### src/rtl/fetch_prefetch_buffer_if.sv
// rtl/fetch_prefetch_buffer_if.sv - redirect, memory request/response and IFU handshake bundle
interface fetch_prefetch_buffer_if;
  logic        CTRL_i_redirect;
  logic [31:0] CTRL_i_redirect_pc;
  logic        MEM_o_req_valid;
  logic        MEM_i_req_ready;
  logic [31:0] MEM_o_req_addr;
  logic        MEM_i_resp_valid;
  logic [31:0] MEM_i_resp_data;
  logic        IFU_o_valid;
  logic        IFU_i_ready;
  logic [31:0] IFU_o_instr;
  logic [31:0] IFU_o_pc;

  modport master (
    output CTRL_i_redirect, CTRL_i_redirect_pc, MEM_i_req_ready,
           MEM_i_resp_valid, MEM_i_resp_data, IFU_i_ready,
    input  MEM_o_req_valid, MEM_o_req_addr, IFU_o_valid, IFU_o_instr, IFU_o_pc
  );

  modport slave (
    input  CTRL_i_redirect, CTRL_i_redirect_pc, MEM_i_req_ready,
           MEM_i_resp_valid, MEM_i_resp_data, IFU_i_ready,
    output MEM_o_req_valid, MEM_o_req_addr, IFU_o_valid, IFU_o_instr, IFU_o_pc
  );
endinterface

### src/rtl/fetch_prefetch_buffer.sv
// rtl/fetch_prefetch_buffer.sv - sequential instruction prefetcher with DEPTH-entry queue and redirect flush
// Optional same-cycle response-to-IFU bypass: define FETCH_PREFETCH_BYPASS_EN.
module fetch_prefetch_buffer #(
  parameter int unsigned DEPTH    = 4,
  parameter logic [31:0] RESET_PC = 32'h8000_0000
) (
  input logic                    clk,
  input logic                    rst,
  fetch_prefetch_buffer_if.slave bus
);
  localparam int CW = $clog2(DEPTH) + 1;
  localparam int PW = $clog2(DEPTH);
  localparam logic [CW:0] DEPTH_W = (CW+1)'(DEPTH);

  logic [31:0]   r_fetch_pc;
  logic [31:0]   r_resp_pc;
  logic [CW-1:0] r_count;
  logic [CW-1:0] r_inflight;
  logic [CW-1:0] r_drop;
  logic [PW-1:0] r_wr_ptr;
  logic [PW-1:0] r_rd_ptr;
  logic          r_run;
  logic [31:0]   r_fifo_pc    [DEPTH];
  logic [31:0]   r_fifo_instr [DEPTH];

  logic          w_redirect;
  logic [CW:0]   w_total;
  logic          w_req_valid;
  logic          w_req_fire;
  logic          w_resp_kept;
  logic          w_count_nz;
  logic          w_bypass;
  logic          w_ifu_valid;
  logic          w_push;
  logic          w_pop;

  // r_run holds the request port quiet until the first edge after reset release.
  assign w_redirect  = bus.CTRL_i_redirect;
  assign w_total     = {1'b0, r_count} + {1'b0, r_inflight} + {1'b0, r_drop};
  assign w_req_valid = r_run && !w_redirect && (w_total < DEPTH_W);
  assign w_req_fire  = w_req_valid && bus.MEM_i_req_ready;
  assign w_resp_kept = bus.MEM_i_resp_valid && (r_drop == '0) && !w_redirect;
  assign w_count_nz  = (r_count != '0);

`ifdef FETCH_PREFETCH_BYPASS_EN
  assign w_bypass = r_run && !w_count_nz && w_resp_kept;
`else
  assign w_bypass = 1'b0;
`endif

  assign w_ifu_valid = (w_count_nz || w_bypass) && !w_redirect;
  assign w_pop       = w_ifu_valid && bus.IFU_i_ready && w_count_nz;
  assign w_push      = w_resp_kept && !(w_bypass && bus.IFU_i_ready);

  assign bus.MEM_o_req_valid = w_req_valid;
  assign bus.MEM_o_req_addr  = r_run ? r_fetch_pc : '0;
  assign bus.IFU_o_valid     = w_ifu_valid;

  always_comb begin
    bus.IFU_o_pc    = '0;
    bus.IFU_o_instr = '0;
    if (w_ifu_valid && w_count_nz) begin
      bus.IFU_o_pc    = r_fifo_pc[r_rd_ptr];
      bus.IFU_o_instr = r_fifo_instr[r_rd_ptr];
    end
`ifdef FETCH_PREFETCH_BYPASS_EN
    else if (w_ifu_valid) begin
      bus.IFU_o_pc    = r_resp_pc;
      bus.IFU_o_instr = bus.MEM_i_resp_data;
    end
`endif
  end

  always_ff @(posedge clk or posedge rst) begin
    if (rst) begin
      r_run      <= 1'b0;
      r_fetch_pc <= RESET_PC;
      r_resp_pc  <= RESET_PC;
      r_count    <= '0;
      r_inflight <= '0;
      r_drop     <= '0;
      r_wr_ptr   <= '0;
      r_rd_ptr   <= '0;
    end else begin
      r_run <= 1'b1;
      if (w_redirect) begin
        // Everything still owed by memory becomes stale, less the response landing now.
        r_fetch_pc <= bus.CTRL_i_redirect_pc;
        r_resp_pc  <= bus.CTRL_i_redirect_pc;
        r_count    <= '0;
        r_wr_ptr   <= '0;
        r_rd_ptr   <= '0;
        r_drop     <= r_drop + r_inflight - CW'(bus.MEM_i_resp_valid);
        r_inflight <= '0;
      end else begin
        if (w_req_fire) begin
          r_fetch_pc <= r_fetch_pc + 32'd4;
        end
        if (bus.MEM_i_resp_valid) begin
          if (r_drop != '0) begin
            r_drop <= r_drop - CW'(1);
          end else begin
            r_resp_pc <= r_resp_pc + 32'd4;
          end
        end
        r_inflight <= r_inflight + CW'(w_req_fire) - CW'(w_resp_kept);
        if (w_push) begin
          r_wr_ptr <= r_wr_ptr + PW'(1);
        end
        if (w_pop) begin
          r_rd_ptr <= r_rd_ptr + PW'(1);
        end
        r_count <= r_count + CW'(w_push) - CW'(w_pop);
      end
    end
  end

  always_ff @(posedge clk) begin
    if (w_push) begin
      r_fifo_pc[r_wr_ptr]    <= r_resp_pc;
      r_fifo_instr[r_wr_ptr] <= bus.MEM_i_resp_data;
    end
  end

  a_push_room: assert property (@(posedge clk) disable iff (rst) w_push |-> (r_count < CW'(DEPTH)));
  a_owed_cap:  assert property (@(posedge clk) disable iff (rst)
                                ({1'b0, r_inflight} + {1'b0, r_drop}) <= DEPTH_W);
endmodule

### src/flat_wrapper.sv
// flat-port wrapper written by rule: the top's interface ports become plain ports
module fetch_prefetch_buffer_flat 
#(
  parameter int unsigned DEPTH    = 4,
  parameter logic [31:0] RESET_PC = 32'h8000_0000
)
  (clk, rst, bus_CTRL_i_redirect, bus_CTRL_i_redirect_pc, bus_MEM_i_req_ready, bus_MEM_i_resp_valid, bus_MEM_i_resp_data, bus_IFU_i_ready, bus_MEM_o_req_valid, bus_MEM_o_req_addr, bus_IFU_o_valid, bus_IFU_o_instr, bus_IFU_o_pc);
  fetch_prefetch_buffer_if bus_i ();
  input logic clk;
  input logic rst;
  input wire logic [$bits(bus_i.CTRL_i_redirect)-1:0] bus_CTRL_i_redirect;
  input wire logic [$bits(bus_i.CTRL_i_redirect_pc)-1:0] bus_CTRL_i_redirect_pc;
  input wire logic [$bits(bus_i.MEM_i_req_ready)-1:0] bus_MEM_i_req_ready;
  input wire logic [$bits(bus_i.MEM_i_resp_valid)-1:0] bus_MEM_i_resp_valid;
  input wire logic [$bits(bus_i.MEM_i_resp_data)-1:0] bus_MEM_i_resp_data;
  input wire logic [$bits(bus_i.IFU_i_ready)-1:0] bus_IFU_i_ready;
  output wire logic [$bits(bus_i.MEM_o_req_valid)-1:0] bus_MEM_o_req_valid;
  output wire logic [$bits(bus_i.MEM_o_req_addr)-1:0] bus_MEM_o_req_addr;
  output wire logic [$bits(bus_i.IFU_o_valid)-1:0] bus_IFU_o_valid;
  output wire logic [$bits(bus_i.IFU_o_instr)-1:0] bus_IFU_o_instr;
  output wire logic [$bits(bus_i.IFU_o_pc)-1:0] bus_IFU_o_pc;
  assign bus_i.CTRL_i_redirect = bus_CTRL_i_redirect;
  assign bus_i.CTRL_i_redirect_pc = bus_CTRL_i_redirect_pc;
  assign bus_i.MEM_i_req_ready = bus_MEM_i_req_ready;
  assign bus_i.MEM_i_resp_valid = bus_MEM_i_resp_valid;
  assign bus_i.MEM_i_resp_data = bus_MEM_i_resp_data;
  assign bus_i.IFU_i_ready = bus_IFU_i_ready;
  assign bus_MEM_o_req_valid = bus_i.MEM_o_req_valid;
  assign bus_MEM_o_req_addr = bus_i.MEM_o_req_addr;
  assign bus_IFU_o_valid = bus_i.IFU_o_valid;
  assign bus_IFU_o_instr = bus_i.IFU_o_instr;
  assign bus_IFU_o_pc = bus_i.IFU_o_pc;
  fetch_prefetch_buffer #(.DEPTH(DEPTH), .RESET_PC(RESET_PC)) u_core (.clk(clk), .rst(rst), .bus(bus_i));
endmodule
### config.mk
export PLATFORM = sky130hd
export DESIGN_NAME = fetch_prefetch_buffer_flat
export DESIGN_NICKNAME = d
export VERILOG_FILES = /design/src/rtl/fetch_prefetch_buffer_if.sv /design/src/rtl/fetch_prefetch_buffer.sv /design/src/flat_wrapper.sv
export SDC_FILE = /design/constraint.sdc
export NUM_CORES = 1
export LEC_CHECK = 0
export ABC_AREA = 1
export BUFFER_PORTS_ARGS = -buffer_cell sky130_fd_sc_hd__buf_2
export CAP_MARGIN = 0
export CELL_PAD_IN_SITES_DETAIL_PLACEMENT = 0
export CELL_PAD_IN_SITES_GLOBAL_PLACEMENT = 1
export CORE_MARGIN = 3
export CORE_UTILIZATION = 41
export DETAILED_ROUTE_END_ITERATION = 8
export PLACE_DENSITY_LB_ADDON = 0.1
export SYNTH_ARGS = -nofsm -noshare
export SYNTH_HDL_FRONTEND = slang
export SYNTH_SLANG_ARGS = --single-unit
### constraint.sdc
create_clock -name clk -period 4.45 [get_ports clk]
set_input_delay 0.445 -clock clk [delete_from_list [all_inputs] [get_ports clk]]
set_output_delay 0.445 -clock clk [all_outputs]
set_load 0.005 [all_outputs]
After elaboration in Yosys (flattened, before gate mapping)
Memory sizes are Yosys's and may differ from the RTL's.
Index checks and enable logic that the tools add are counted.
- flip-flop bits (word level): 78
- memories kept: 2
- word-level logic and storage cells: 64
- output and inout bits: 98
- bits of input ports: 70
- bits in writable memories: 256
- latch bits: 0
- memory bits (read-only): 0
- memories (name ; words ; bits a word ; rd ports ; clocked after memory_dff ; write ports ; line ; source):
    u_core.r_fifo_instr ; 4 ; 32 ; 1 ; 0 ; 1 ; fetch_prefetch_buffer.sv:24 ; logic [31:0] r_fifo_instr [DEPTH];
    u_core.r_fifo_pc ; 4 ; 32 ; 1 ; 0 ; 1 ; fetch_prefetch_buffer.sv:23 ; logic [31:0] r_fifo_pc [DEPTH];
- reduce and logical (&&, ||, !) cells: 20
- add/subtract/negate cells: 13
- multiply operators: 0
- $lt $le $gt $ge: 1
- bitwise operators: 0
- equality and inequality tests: 1
- div/mod/pow operators: 0
- shift-type cells: 0
- muxes and demuxes: 19
- operators by type and width (kind ; count):
    32-bit 2-to-1 mux ; 8
    32-bit by 3-bit adder with 32-bit output (second input constant) ; 2
    3-bit 2-to-1 mux ; 5
    2-bit nonzero test ; 5
    1-bit logical AND ; 9
    3-bit by 1-bit subtractor with 3-bit output ; 3
    2-bit 2-to-1 mux ; 4
    3-bit by 1-bit adder with 3-bit output ; 2
    3-bit nonzero test ; 2
    2-bit by 1-bit adder with 2-bit output (second input constant) ; 2
    3-bit by 3-bit adder with 4-bit output ; 1
    4-bit by 3-bit adder with 4-bit output ; 1
    4-bit by 3-bit less-than comparator with 1-bit output (second input constant) ; 1
    2-bit AND reduction ; 2
    3-bit adder ; 1
    3-bit zero test ; 1
    3-bit by 1-bit subtractor with 3-bit output (second input constant) ; 1
    1-bit 2-to-1 mux ; 2
    2-bit != test (second input constant) ; 1
    1-bit zero test ; 1

Longest topological paths before layout
Gate-level depths: netlist of the first run.
- depth after elaboration: 8
- gate-level depth with buffers: 15
- gate-level depth less buffers: 14

Worst setup path before layout of the first run
OpenSTA, ideal clock, no wires.
- path kind: reg-to-reg
- from: register u_core.r_drop[1]
- to: memory u_core.r_fifo_instr[0][0] (enable)
- setup slack: 0.120 ns
- data required time: 3.964 ns
- cell stages (with the launch flop): 7
- period minus slack after synthesis: 4.330 ns
- arrival time: 3.844 ns
- library setup time: 0.486 ns
- path buffers: 0
- path through: dfrtp_1 inv_1 ha_1 nand3_2 nor2_2 inv_2 nor2_1
- word-level cells in the longest chain between the ends: 5
- RTL lines (item ; line ; source):
    from (decl) ; fetch_prefetch_buffer.sv:19 ; logic [CW-1:0] r_drop;
    from (signal assigned) ; fetch_prefetch_buffer.sv:93 ; r_drop <= r_drop + r_inflight - CW'(bus.MEM_i_resp_valid);
    from (signal assigned) ; fetch_prefetch_buffer.sv:101 ; r_drop <= r_drop - CW'(1);
    3-bit zero test ; fetch_prefetch_buffer.sv:42 ; assign w_resp_kept = bus.MEM_i_resp_valid && (r_drop == '0) && !w_redirect;
    1-bit logical AND (2 in series) ; fetch_prefetch_buffer.sv:42 ;
    1-bit 2-to-1 mux ; fetch_prefetch_buffer.sv:119 ; if (w_push) begin
    1-bit 2-to-1 mux (not written as such) ; fetch_prefetch_buffer.sv:121 ; r_fifo_instr[r_wr_ptr] <= bus.MEM_i_resp_data;
    to (decl) ; fetch_prefetch_buffer.sv:24 ;
No other way between the ends.

Worst setup path in the final report of the first run
- from: register u_core.r_rd_ptr[0]
- to: output port bus_IFU_o_pc[10]
- word-level cells in the longest chain between the ends: 2
- RTL lines (item ; line ; source):
    from (decl) ; fetch_prefetch_buffer.sv:21 ; logic [PW-1:0] r_rd_ptr;
    from (signal assigned) ; fetch_prefetch_buffer.sv:111 ; r_rd_ptr <= r_rd_ptr + PW'(1);
    memory read 4 x 32 bit ; -- ;
    32-bit 2-to-1 mux ; fetch_prefetch_buffer.sv:62 ; if (w_ifu_valid && w_count_nz) begin
    to (decl) ; flat_wrapper.sv:21 ; output wire logic [$bits(bus_i.IFU_o_pc)-1:0] bus_IFU_o_pc;
No other way between the ends.

==> flow_metrics.py, run 1 <==
metrics = {
    "outcome": {
        "run_status": "finished, final reports clean",
    },
    "synth": {
        "complex_gate_fraction_of_the_synthesized_area": 0.08919,
        "number_of_cells_produced_by_synthesis": 1627,
        "synth_sequential_area_ratio": 0.6209,
        "post_synth.cell_area_avg_um2": 9.545,
        "synthXorXnorAreaFrac": 0.01072,
        "synthDominantAreaCellType": "sky130_fd_sc_hd__edfxtp_1",
        "mappedNetlistNets": 1720,
        "synth-adder-area-share": 0.02143,
        "async_flop_share": 0.2335,
        "netlist_top_cells_area": "sky130_fd_sc_hd__edfxtp_1, sky130_fd_sc_hd__dfrtp_1, sky130_fd_sc_hd__nor2_1",
        "synth_simple_gate_area_frac": 0.2009,
        "synth-seq-cells": 334,
        "synth_enable_flop_cells": 256,
        "synth-main-ff-cell": "sky130_fd_sc_hd__edfxtp_1",
        "syn_area_mm2": 0.01553,
        "synth_cell_type_count": 40,
        "netlist.area_leader.share": 0.4950,
        "muxShareOfSynthArea": 0,
        "main_combinational_cell_family_by_area_after_synthesis": "simple AND/OR/NAND/NOR gates",
        "warnings_from_yosys": 0,
    },
    "timing": {
        "timing.final.max_slew_violations": 0,
        "whs_ps": 123.9,
        "grt_setup_unrepaired": "false",
        "clock.fmax_ghz": 0.2871,
        "max-slew-margin-rel": 0.3280,
        "finalClockSkew_ps": 11.69,
        "final_period_minus_worst_setup_slack_ps": 3483,
        "timing.final.crit_share": 0.7828,
        "final.setup.tns_ps": 0,
        "tightestPinTransition_ps": 1008,
        "timing_hold_violations_final": 0,
        "setup_violations": 0,
    },
    "clocking": {
        "cts.hold.buffers_added": 0,
        "clk_path_buf_depth": 3,
        "post_cts_buffers": 0,
        "cts-htree-levels": 2,
        "cts_tree": "done",
        "insertion_delay_ps": 530,
        "clock_sinks": 334,
        "post_cts.resized_instances": 0,
        "ctsRootBufferMaster": "sky130_fd_sc_hd__clkbuf_16",
        "clkSlewWorstSetupHoldPaths_ps": 50,
        "tritoncts_buffer_count": 38,
    },
    "drt": {
        "vias_per_cell": 4.935,
        "drt_iter0_markers": 578,
        "wl_per_cell_um": 17.06,
        "drc": 0,
        "drtPass1Iterations": 5,
        "route.vias.total": 11400,
        "antenna_left": 0,
        "finalWirelength_mm": 39.42,
    },
    "global_route": {
        "grt.overflow.total": 0,
        "grt_pass1_wl_mm": 63.22,
        "number_of_global_route_vias_before_repair": 11370,
        "grt_max_degree": 68,
        "track_usage": 0.1953,
        "grt_antenna_before_repair": 0,
    },
    "hold_path": {
        "worst_hold_path_type": "input pin to async pin",
    },
    "finish": {
        "final-seq-area_mm2": 0.009647,
        "mostFrequentLayoutCells": "sky130_fd_sc_hd__nor2_1, sky130_fd_sc_hd__nand2_1, sky130_fd_sc_hd__edfxtp_1",
        "insertedDiodeCount": 0,
        "drive_above_1_share": 0.1472,
        "area_grow_syn2layout_pct": 16.17,
        "multi_input_area_mm2": 0.005041,
        "fillers": 3565,
        "design.final.nets": 1873,
        "final_common_cell": "sky130_fd_sc_hd__nor2_1",
    },
    "critical_path": {
        "critical_path.top_delay_family": "buffers and inverters",
        "worst_r2r_path_depth": 13,
        "cp.depth": 5,
        "critical_path.max_fanout": 67,
        "req_time_crit_path_ps": 4010,
        "critical_path_arrival_ps": 3040,
        "cpMaxStageDelayCell": "sky130_fd_sc_hd__dfrtp_4",
        "critical_path.n_buffers_inverters": 3,
        "sort_of_element_at_the_start_of_the_critical_path": "flop",
        "crit_path_end_kind": "output port",
        "critPathKind": "flop to output port",
        "path_cells": "inv_2 > buf_4 > o21ai_0 > a21oi_1 > buf_2",
        "critical-path-max-stage-delay_ps": 760,
    },
    "floorplan": {
        "die-width_um": 200.6,
        "core_rows": 70,
        "die-height_um": 200.6,
        "initial_core_util": 0.4202,
        "ioPinCount": 168,
        "core_area_mm2": 0.03696,
        "die_area_mm2": 0.04025,
    },
    "power_and_ir_drop": {
        "worst_ir_drop_vdd_uv": 236.2,
        "power-per-cell-area_mw_per_mm2": 496.8,
        "leakagePower_nw": 7.554,
    },
    "place": {
        "finalWeightedCongestion": 0.7968,
        "port-buffer-count": 167,
        "hpwlAfterDp_mm": 24.81,
    },
    "job": {
        "timing.max_cap.violations": 0,
    },
}
where the power goes:
part,internal [mW],switching (mW),leakage (nW)
sequential,3.65,0.375,3.26
clock,1.69,1.19,0.553
combinational,0.724,1.34,3.74
total,6.06,2.90,7.55
registers in the layout, summed over array words and instances, names as in the netlist:
| signal | cells |
|---|---|
| u_core.r_count | 3 |
| u_core.r_fifo_instr | 128 |
| u_core.r_run | 1 |
| u_core.r_rd_ptr | 2 |
| u_core.r_fifo_pc | 128 |
| u_core.r_fetch_pc | 32 |
| u_core.r_resp_pc | 32 |
| u_core.r_wr_ptr | 2 |
| u_core.r_drop | 3 |
| u_core.r_inflight | 3 |
Yosys cell counts (2+ instances only):
cell type	instances
sky130_fd_sc_hd__inv_1	141
sky130_fd_sc_hd__nand3_2	2
sky130_fd_sc_hd__clkbuf_1	39
sky130_fd_sc_hd__nand4_1	8
sky130_fd_sc_hd__ha_1	17
sky130_fd_sc_hd__buf_1	6
sky130_fd_sc_hd__a21oi_1	89
sky130_fd_sc_hd__nor3_1	10
sky130_fd_sc_hd__nand2_4	3
sky130_fd_sc_hd__a31oi_1	3
sky130_fd_sc_hd__nand3b_1	5
sky130_fd_sc_hd__fa_1	6
sky130_fd_sc_hd__inv_2	3
sky130_fd_sc_hd__nand2_2	3
sky130_fd_sc_hd__edfxtp_1	256
sky130_fd_sc_hd__nor2_1	363
sky130_fd_sc_hd__o21ai_1	5
sky130_fd_sc_hd__dfrtp_1	76
sky130_fd_sc_hd__buf_6	4
sky130_fd_sc_hd__dfstp_2	2
sky130_fd_sc_hd__o21bai_1	3
sky130_fd_sc_hd__xor2_1	13
sky130_fd_sc_hd__nor2_4	7
sky130_fd_sc_hd__nor2_2	6
sky130_fd_sc_hd__xnor2_1	6
sky130_fd_sc_hd__nand2_1	288
sky130_fd_sc_hd__buf_2	20
sky130_fd_sc_hd__and2_1	2
sky130_fd_sc_hd__nand3_1	65
sky130_fd_sc_hd__o211ai_1	9
sky130_fd_sc_hd__o21ai_0	158
path summary, 6_finish.rpt:
path                                               from                          to  slack, ps
min in group clk                bus_MEM_i_resp_data[31]  u_core.r_fifo_instr[3][31]        140
worst min-delay path                                rst            u_core.r_drop[0]        120
worst max-delay path                 u_core.r_rd_ptr[0]            bus_IFU_o_pc[10]        970
worst max register to register     u_core.r_inflight[1]        u_core.r_inflight[2]       1300
worst min register to register     u_core.r_fetch_pc[0]        u_core.r_fetch_pc[0]        480
max in group asynchronous                           rst       u_core.r_fetch_pc[12]       3350
cell families after synthesis:
logic type / Yosys count
buffers and inverters: 217
flip-flops: 334
XOR/XNOR: 19
AND/OR/NAND/NOR: 764
adder cells (fa/ha/maj): 23
AO/OA/AOI/OAI: 269
other: 1
per-stage QoR:
| stage | std cells | setup WS [ps] | utilization | power (mW) | instance area [um^2] |
|---|---|---|---|---|---|
| after floorplan | 1627 | 119.7 | - | 5.413 | 15530 |
| after global placement | 2244 | 1347 | 0.4571 | 6.174 | 16900 |
| after detailed placement | 2244 | 1309 | 0.4571 | 6.202 | 16900 |
| after CTS | 2311 | 833.6 | 0.4881 | 9.102 | 18040 |
| after global routing | 2311 | 683.6 | 0.4881 | 9.560 | 18040 |
| final | 2311 | 966.5 | 0.4881 | 8.962 | 18040 |
routing by layer:
metal  GRT usage  wire, um
met2      0.3188     18370
met5           0         0
met3     0.02740      1822
met1      0.2772     18410
met4     0.04944       816
layout make-up:
class / count / area share
Clock buffer: 53 / 0.05756
Tap cell: 504 / 0.03495
Timing Repair Buffer: 183 / 0.05645
Inverter: 147 / 0.03100
Multi-Input combinational cell: 1076 / 0.2794
Sequential cell: 334 / 0.5347
Clock inverter: 14 / 0.005895
(Power assumes the default switching activity.)
==> run 2, diff against run 1 <==
==> constraint.sdc (replaced) <==
create_clock -name clk -period 2.8 [get_ports clk]
set_input_delay 0.28 -clock clk [delete_from_list [all_inputs] [get_ports clk]]
set_output_delay 0.28 -clock clk [all_outputs]
set_load 0.005 [all_outputs]
==> flow_metrics.py, run 2 (same netlist as run 1, synthesis figures left out) <==
metrics = {
    "place": {
        "post-place-cells": 2261,
        "hpwlAfterDp_mm": 25.30,
        "finalWeightedCongestion": 0.7999,
        "port-buffer-count": 167,
    },
    "drt": {
        "antenna_left": 0,
        "routed-wl-met3_mm": 1.646,
        "finalWirelength_mm": 39.73,
        "wl_met1_mm": 18.20,
        "wl_per_cell_um": 16.81,
        "drtPass1Iterations": 4,
        "drt_iter0_markers": 600,
        "met2_routed_wl_mm": 18.81,
        "route.vias.total": 11580,
        "drc": 0,
        "vias_per_cell": 4.898,
        "highest_layer": "met4",
    },
    "critical_path": {
        "sort_of_element_at_the_start_of_the_critical_path": "flop",
        "critPathKind": "flop to output port",
        "r2r_setup_slack_ps": 80,
        "timing.critical_path.from": "u_core.r_inflight[1]",
        "critical_path.max_fanout": 2,
        "worst_r2r_path_depth": 12,
        "r2r_end": "u_core.r_inflight[1]",
        "req_time_crit_path_ps": 2520,
        "critical_path_arrival_ps": 2460,
        "crit_path_end_kind": "output port",
        "setup.worst_path.end": "bus_MEM_o_req_valid",
        "regToRegStartpoint": "u_core.r_inflight[1]",
    },
    "power_and_ir_drop": {
        "pwr-share-comb": 0.246,
        "leakagePower_nw": 7.850,
        "worst_ir_drop_vdd_uv": 384.2,
        "power-per-cell-area_mw_per_mm2": 782.4,
        "power.switching_fraction": 0.3208,
        "share_seq_of_total_power": 0.434,
        "switchingPower_mw": 4.691,
        "power.clock.fraction": 0.320,
        "power_report.internal_total_mw": 9.932,
        "design_power_total_mw": 14.62,
    },
    "global_route": {
        "grt_max_degree": 97,
        "track_usage": 0.1975,
        "grt_antenna_before_repair": 0,
        "grt_pass1_wl_mm": 63.96,
        "number_of_global_route_vias_before_repair": 11530,
        "grt.overflow.total": 0,
    },
    "floorplan": {
        "core_rows": 70,
        "die-height_um": 200.6,
        "die-width_um": 200.6,
        "ioPinCount": 168,
        "initial_core_util": 0.4202,
        "die_area_mm2": 0.04025,
        "core_area_mm2": 0.03696,
    },
    "timing": {
        "timing_hold_violations_final": 0,
        "grt_setup_unrepaired": "true",
        "timing.final.crit_share": 0.9775,
        "finalClockSkew_ps": 21.54,
        "final.setup.tns_ps": 0,
        "setup_violations": 0,
        "whs_ps": 29.97,
        "tightestPinTransition_ps": 755.9,
        "clock.fmax_ghz": 0.3654,
        "timing.final.max_slew_violations": 0,
        "max-slew-margin-rel": 0.4960,
        "final_period_minus_worst_setup_slack_ps": 2737,
    },
    "outcome": {
        "run_status": "finished, final reports clean",
    },
    "finish": {
        "fillers": 3445,
        "multi_input_area_mm2": 0.005077,
        "insertedDiodeCount": 0,
        "mostFrequentLayoutCells": "sky130_fd_sc_hd__nor2_1, sky130_fd_sc_hd__nand2_1, sky130_fd_sc_hd__edfxtp_1",
        "drive_above_1_share": 0.1625,
        "largestRegisters": "u_core.r_fifo_instr: 128 flops, u_core.r_fifo_pc: 128 flops",
        "final-seq-area_mm2": 0.009647,
        "final-instance-count-excl-fill": 2363,
        "design.final.nets": 1926,
        "final_core_utilization": 0.5057,
        "area_grow_syn2layout_pct": 20.35,
        "final_common_cell": "sky130_fd_sc_hd__nor2_1",
    },
    "clocking": {
        "clk_path_buf_depth": 3,
        "cts-htree-levels": 2,
        "clock_sinks": 334,
        "ctsRootBufferMaster": "sky130_fd_sc_hd__clkbuf_16",
        "insertion_delay_ps": 520,
        "cts_tree": "done",
        "clkSlewWorstSetupHoldPaths_ps": 60,
        "tritoncts_buffer_count": 37,
    },
    "hold_path": {
        "worst_hold_path_type": "input pin to flop",
    },
    "job": {
        "timing.max_cap.violations": 0,
    },
}
==> run 2: changes by cell type in the layout (fill, tap and decap cells not counted), moves of 2 or more <==
cell and change:
sky130_fd_sc_hd__clkinvlp_4 +2, sky130_fd_sc_hd__inv_1 -4, sky130_fd_sc_hd__dlygate4sd3_1 +35, sky130_fd_sc_hd__clkbuf_1 -8
sky130_fd_sc_hd__bufinv_16 +2, sky130_fd_sc_hd__fa_1 -2, sky130_fd_sc_hd__buf_4 +12, sky130_fd_sc_hd__clkinv_2 +5
sky130_fd_sc_hd__fa_2 +2, sky130_fd_sc_hd__inv_2 +3, sky130_fd_sc_hd__buf_12 +7, sky130_fd_sc_hd__clkinv_1 -2
==> run 2: critical path: stages, from the launching register on <==
cell	delay, ps
sky130_fd_sc_hd__dfrtp_1	400
sky130_fd_sc_hd__inv_2	70
sky130_fd_sc_hd__fa_1	400
sky130_fd_sc_hd__o21bai_4	180
sky130_fd_sc_hd__fa_2	530
sky130_fd_sc_hd__nand3_2	80
sky130_fd_sc_hd__nor2_4	140
sky130_fd_sc_hd__buf_2	140
==> run 2: area by class of cell <==
cell class	count	area share
Sequential cell	334	0.5161
Multi-Input combinational cell	1076	0.2717
Timing Repair Buffer	237	0.08555
Clock buffer	44	0.05262
Tap cell	504	0.03374
Inverter	147	0.03026
Clock inverter	21	0.01004
==> run 2: how the worst min path moves through the flow <==
stage	startpoint	end	slack (ps)	cells after the start
6_report	bus_CTRL_i_redirect_pc[13]	u_core.r_resp_pc[13]	30	3
4_1_cts	bus_CTRL_i_redirect_pc[13]	u_core.r_resp_pc[13]	20	3
3_5_place_dp	rst	u_core.r_drop[1]	430	2
5_1_grt	bus_CTRL_i_redirect_pc[13]	u_core.r_resp_pc[13]	30	3
3_3_place_gp	rst	u_core.r_drop[2]	430	2
2_1_floorplan	bus_MEM_i_resp_data[0]	u_core.r_fifo_instr[0][0]	380	0
==> run 2: power groups by stage <==
| stage | registers, mW | logic (mW) | clock network (mW) |
|---|---|---|---|
| after floorplan | 6.20 | 2.45 | 0 |
| after CTS | 6.34 | 3.68 | 4.80 |
| after global placement | 6.43 | 3.57 | 0 |
| after detailed placement | 6.44 | 3.62 | 0 |
| after global routing | 6.42 | 4.17 | 5.00 |
| final | 6.34 | 3.60 | 4.68 |
==> run 2: per-stage QoR <==
| stage | cell area, um^2 | setup WS, ps |
|---|---|---|
| detailed placement | 17150 | 68.12 |
| finish | 18690 | 63.04 |
| global route | 18690 | -40.66 |
| global placement | 17150 | 114.7 |
| floorplan | 15580 | -470.7 |
| CTS | 18670 | 18.59 |
==> run 2: repair_timing <==
item                                    CTS  global route
hold endpoints to repair                167             0
setup buffers                             0             2
gates resized for setup                   0             4
endpoints found under the setup margin    0            20
hold buffers                             35             0
==> run 2: per-layer routing <==
layer	GRT usage	vias up
met5	0	-
met4	0.05872	0
met3	0.02838	63
met2	0.3265	260
met1	0.2727	5457
li1	-	5795
==> run 3, diff against run 2 <==
--- a/config.mk
+++ b/config.mk
@@ -7,7 +7,7 @@
 export LEC_CHECK = 0
 export ABC_AREA = 1
 export BUFFER_PORTS_ARGS = -buffer_cell sky130_fd_sc_hd__buf_2
-export CAP_MARGIN = 0
+export CAP_MARGIN = 20
 export CELL_PAD_IN_SITES_DETAIL_PLACEMENT = 0
 export CELL_PAD_IN_SITES_GLOBAL_PLACEMENT = 1
 export CORE_MARGIN = 3
==> constraint.sdc (replaced) <==
create_clock -name clk -period 2.34 [get_ports clk]
set_input_delay 0.234 -clock clk [delete_from_list [all_inputs] [get_ports clk]]
set_output_delay 0.234 -clock clk [all_outputs]
set_load 0.005 [all_outputs]
==> flow_metrics.py, run 3 (same netlist as run 1, synthesis figures left out) <==
metrics = {
    "outcome": {
        "run_status": "finished, violations left",
        "violations_in_the_final_reports": "setup timing",
    },
    "critical_path": {
        "critical_path.top_delay_family": "adder cells",
        "critPathKind": "flop to flop",
        "cpMaxStageDelayCell": "sky130_fd_sc_hd__fa_2",
        "crit_path_end_kind": "flop",
        "critical_path_arrival_ps": 3140,
        "path_cells": "inv_2 > fa_1 > o21bai_4 > fa_1 > nand3_2 > nor2_4 > nand2_4 > clkinv_4 > ha_4 > inv_2 > fa_2 > nor2_1",
        "critical_path.max_fanout": 2,
        "r2r_setup_slack_ps": -420,
        "critical-path-max-stage-delay_ps": 510,
        "critical_path.n_buffers_inverters": 3,
        "regToRegStartpoint": "u_core.r_inflight[1]",
        "sort_of_element_at_the_start_of_the_critical_path": "flop",
        "req_time_crit_path_ps": 2720,
        "r2r_end": "u_core.r_inflight[1]",
        "worst_r2r_path_depth": 12,
    },
    "place": {
        "hpwlAfterDp_mm": 25.94,
        "port-buffer-count": 167,
        "finalWeightedCongestion": 0.7969,
    },
    "global_route": {
        "track_usage": 0.1983,
        "grt.overflow.total": 0,
        "grt_antenna_before_repair": 1,
        "grt_max_degree": 71,
        "grt_pass1_wl_mm": 64.39,
        "number_of_global_route_vias_before_repair": 11500,
    },
    "timing": {
        "timing.final.max_slew_violations": 0,
        "whs_ps": 21.37,
        "timing.final.crit_share": 1.180,
        "final_period_minus_worst_setup_slack_ps": 2761,
        "timing_hold_violations_final": 0,
        "grt_setup_unrepaired": "true",
        "final.setup.tns_ps": -7123,
        "max-slew-margin-rel": 0.6067,
        "clock.fmax_ghz": 0.3622,
        "tightestPinTransition_ps": 589.9,
        "setup_violations": 33,
        "post_route_setup_slack_ps": -421.0,
        "finalClockSkew_ps": 22.98,
    },
    "finish": {
        "mostFrequentLayoutCells": "sky130_fd_sc_hd__nor2_1, sky130_fd_sc_hd__nand2_1, sky130_fd_sc_hd__edfxtp_1",
        "design.final.nets": 1947,
        "drive_above_1_share": 0.1939,
        "largestRegisters": "u_core.r_fifo_instr: 128 flops, u_core.r_fifo_pc: 128 flops",
        "final_common_cell": "sky130_fd_sc_hd__nor2_1",
        "area_grow_syn2layout_pct": 23.57,
    },
    "floorplan": {
        "initial_core_util": 0.4202,
        "core_rows": 70,
        "die_area_mm2": 0.04025,
        "ioPinCount": 168,
        "die-height_um": 200.6,
        "core_area_mm2": 0.03696,
        "die-width_um": 200.6,
    },
    "drt": {
        "drt_iter0_markers": 667,
        "routed-wl-met3_mm": 1.530,
        "drtPass1Iterations": 5,
        "route.vias.total": 11650,
        "antenna_left": 0,
        "met2_routed_wl_mm": 19.01,
        "vias_per_cell": 4.893,
        "highest_layer": "met4",
        "finalWirelength_mm": 40.34,
        "wl_per_cell_um": 16.93,
        "drc": 0,
        "wl_met1_mm": 18.90,
    },
    "clocking": {
        "clkSlewWorstSetupHoldPaths_ps": 60,
        "clock_sinks": 334,
        "cts-htree-levels": 2,
        "ctsRootBufferMaster": "sky130_fd_sc_hd__clkbuf_16",
        "tritoncts_buffer_count": 36,
        "clk_path_buf_depth": 3,
        "cts_tree": "done",
        "insertion_delay_ps": 520,
    },
    "power_and_ir_drop": {
        "worst_ir_drop_vdd_uv": 478.9,
        "power-per-cell-area_mw_per_mm2": 910.1,
        "leakagePower_nw": 8.000,
    },
    "hold_path": {
        "worst_hold_path_type": "input pin to flop",
        "timing.hold.worst_path_depth": 3,
        "worst_hold_path.endpoint": "u_core.r_fetch_pc[8]",
        "min-delay-start": "bus_CTRL_i_redirect_pc[8]",
    },
    "job": {
        "timing.max_cap.violations": 0,
    },
}
run 3: changes by cell type in the layout (fill, tap and decap cells not counted), sizes merged:
cell	previous run	this run
diode	0	1
clkbuf	44	42
clkinv	19	22
inv	144	143
dlygate4sd3	35	37
bufinv	3	1
buf	202	221
clkinvlp	2	1
run 3: tightest hold or removal path: stages:
cell                      delay, ps
sky130_fd_sc_hd__buf_2           70
sky130_fd_sc_hd__nand2_1        100
sky130_fd_sc_hd__nand3_2         90
run 3: what timing repair did:
action / in CTS / in global routing
resized for setup: 32 / 78
endpoints found under the setup margin: 35 / 39
pin swaps: 1 / 3
hold endpoints to repair: 164 / 0
buffers inserted: 6 / 3
hold buffers: 37 / 0
gates cloned: 1 / 1
run 3: metal layers:
metal  vias up  GRT usage
met1      5517     0.2825
li1       5846          -
met5         -          0
met2       234     0.3234
met3        57    0.02627
met4         0    0.05069
run 3: power by group:
group          internal, mW  total (mW)  switching, mW
registers              6.95        7.56          0.615
clock network          2.92        5.11           2.19
logic                  1.87        4.79           2.93
run 3: through the flow:
stage | cell area [um^2] | instances | setup slack (ps) | util | total power, mW
6_report | 19190 | 2382 | -421.0 | 0.5192 | 17.47
5_1_grt | 19190 | 2382 | -540.9 | 0.5192 | 18.61
4_1_cts | 18900 | 2380 | -439.7 | 0.5113 | 17.45
3_5_place_dp | 17300 | 2276 | -407.6 | 0.4681 | 12.12
3_3_place_gp | 17300 | 2276 | -378.4 | 0.4681 | 12.04
2_1_floorplan | 15560 | 1627 | -537.6 | - | 10.30
run 3: worst max-delay path by stage:
stage	slack (ps)	depth (start not counted)	end	start
after global routing	-540	13	u_core.r_inflight[2]	u_core.r_inflight[1]
after global placement	-380	12	u_core.r_inflight[2]	u_core.r_drop[2]
after detailed placement	-410	12	u_core.r_inflight[2]	u_core.r_drop[2]
after CTS	-440	8	bus_MEM_o_req_valid	u_core.r_inflight[1]
after floorplan	-540	14	u_core.r_inflight[2]	u_core.r_inflight[1]
final	-420	12	u_core.r_inflight[1]	u_core.r_inflight[1]
run 3: area by class of cell:
cell class / count / area (um^2)
fill: 3432 / 17770
sequential: 334 / 9647
multi-input combinational: 1076 / 5345
timing repair buffer: 259 / 1942
clock buffer: 41 / 919.6
tap: 504 / 630.6
inverter: 147 / 576.8
clock inverter: 20 / 127.6
antenna: 1 / 2.502
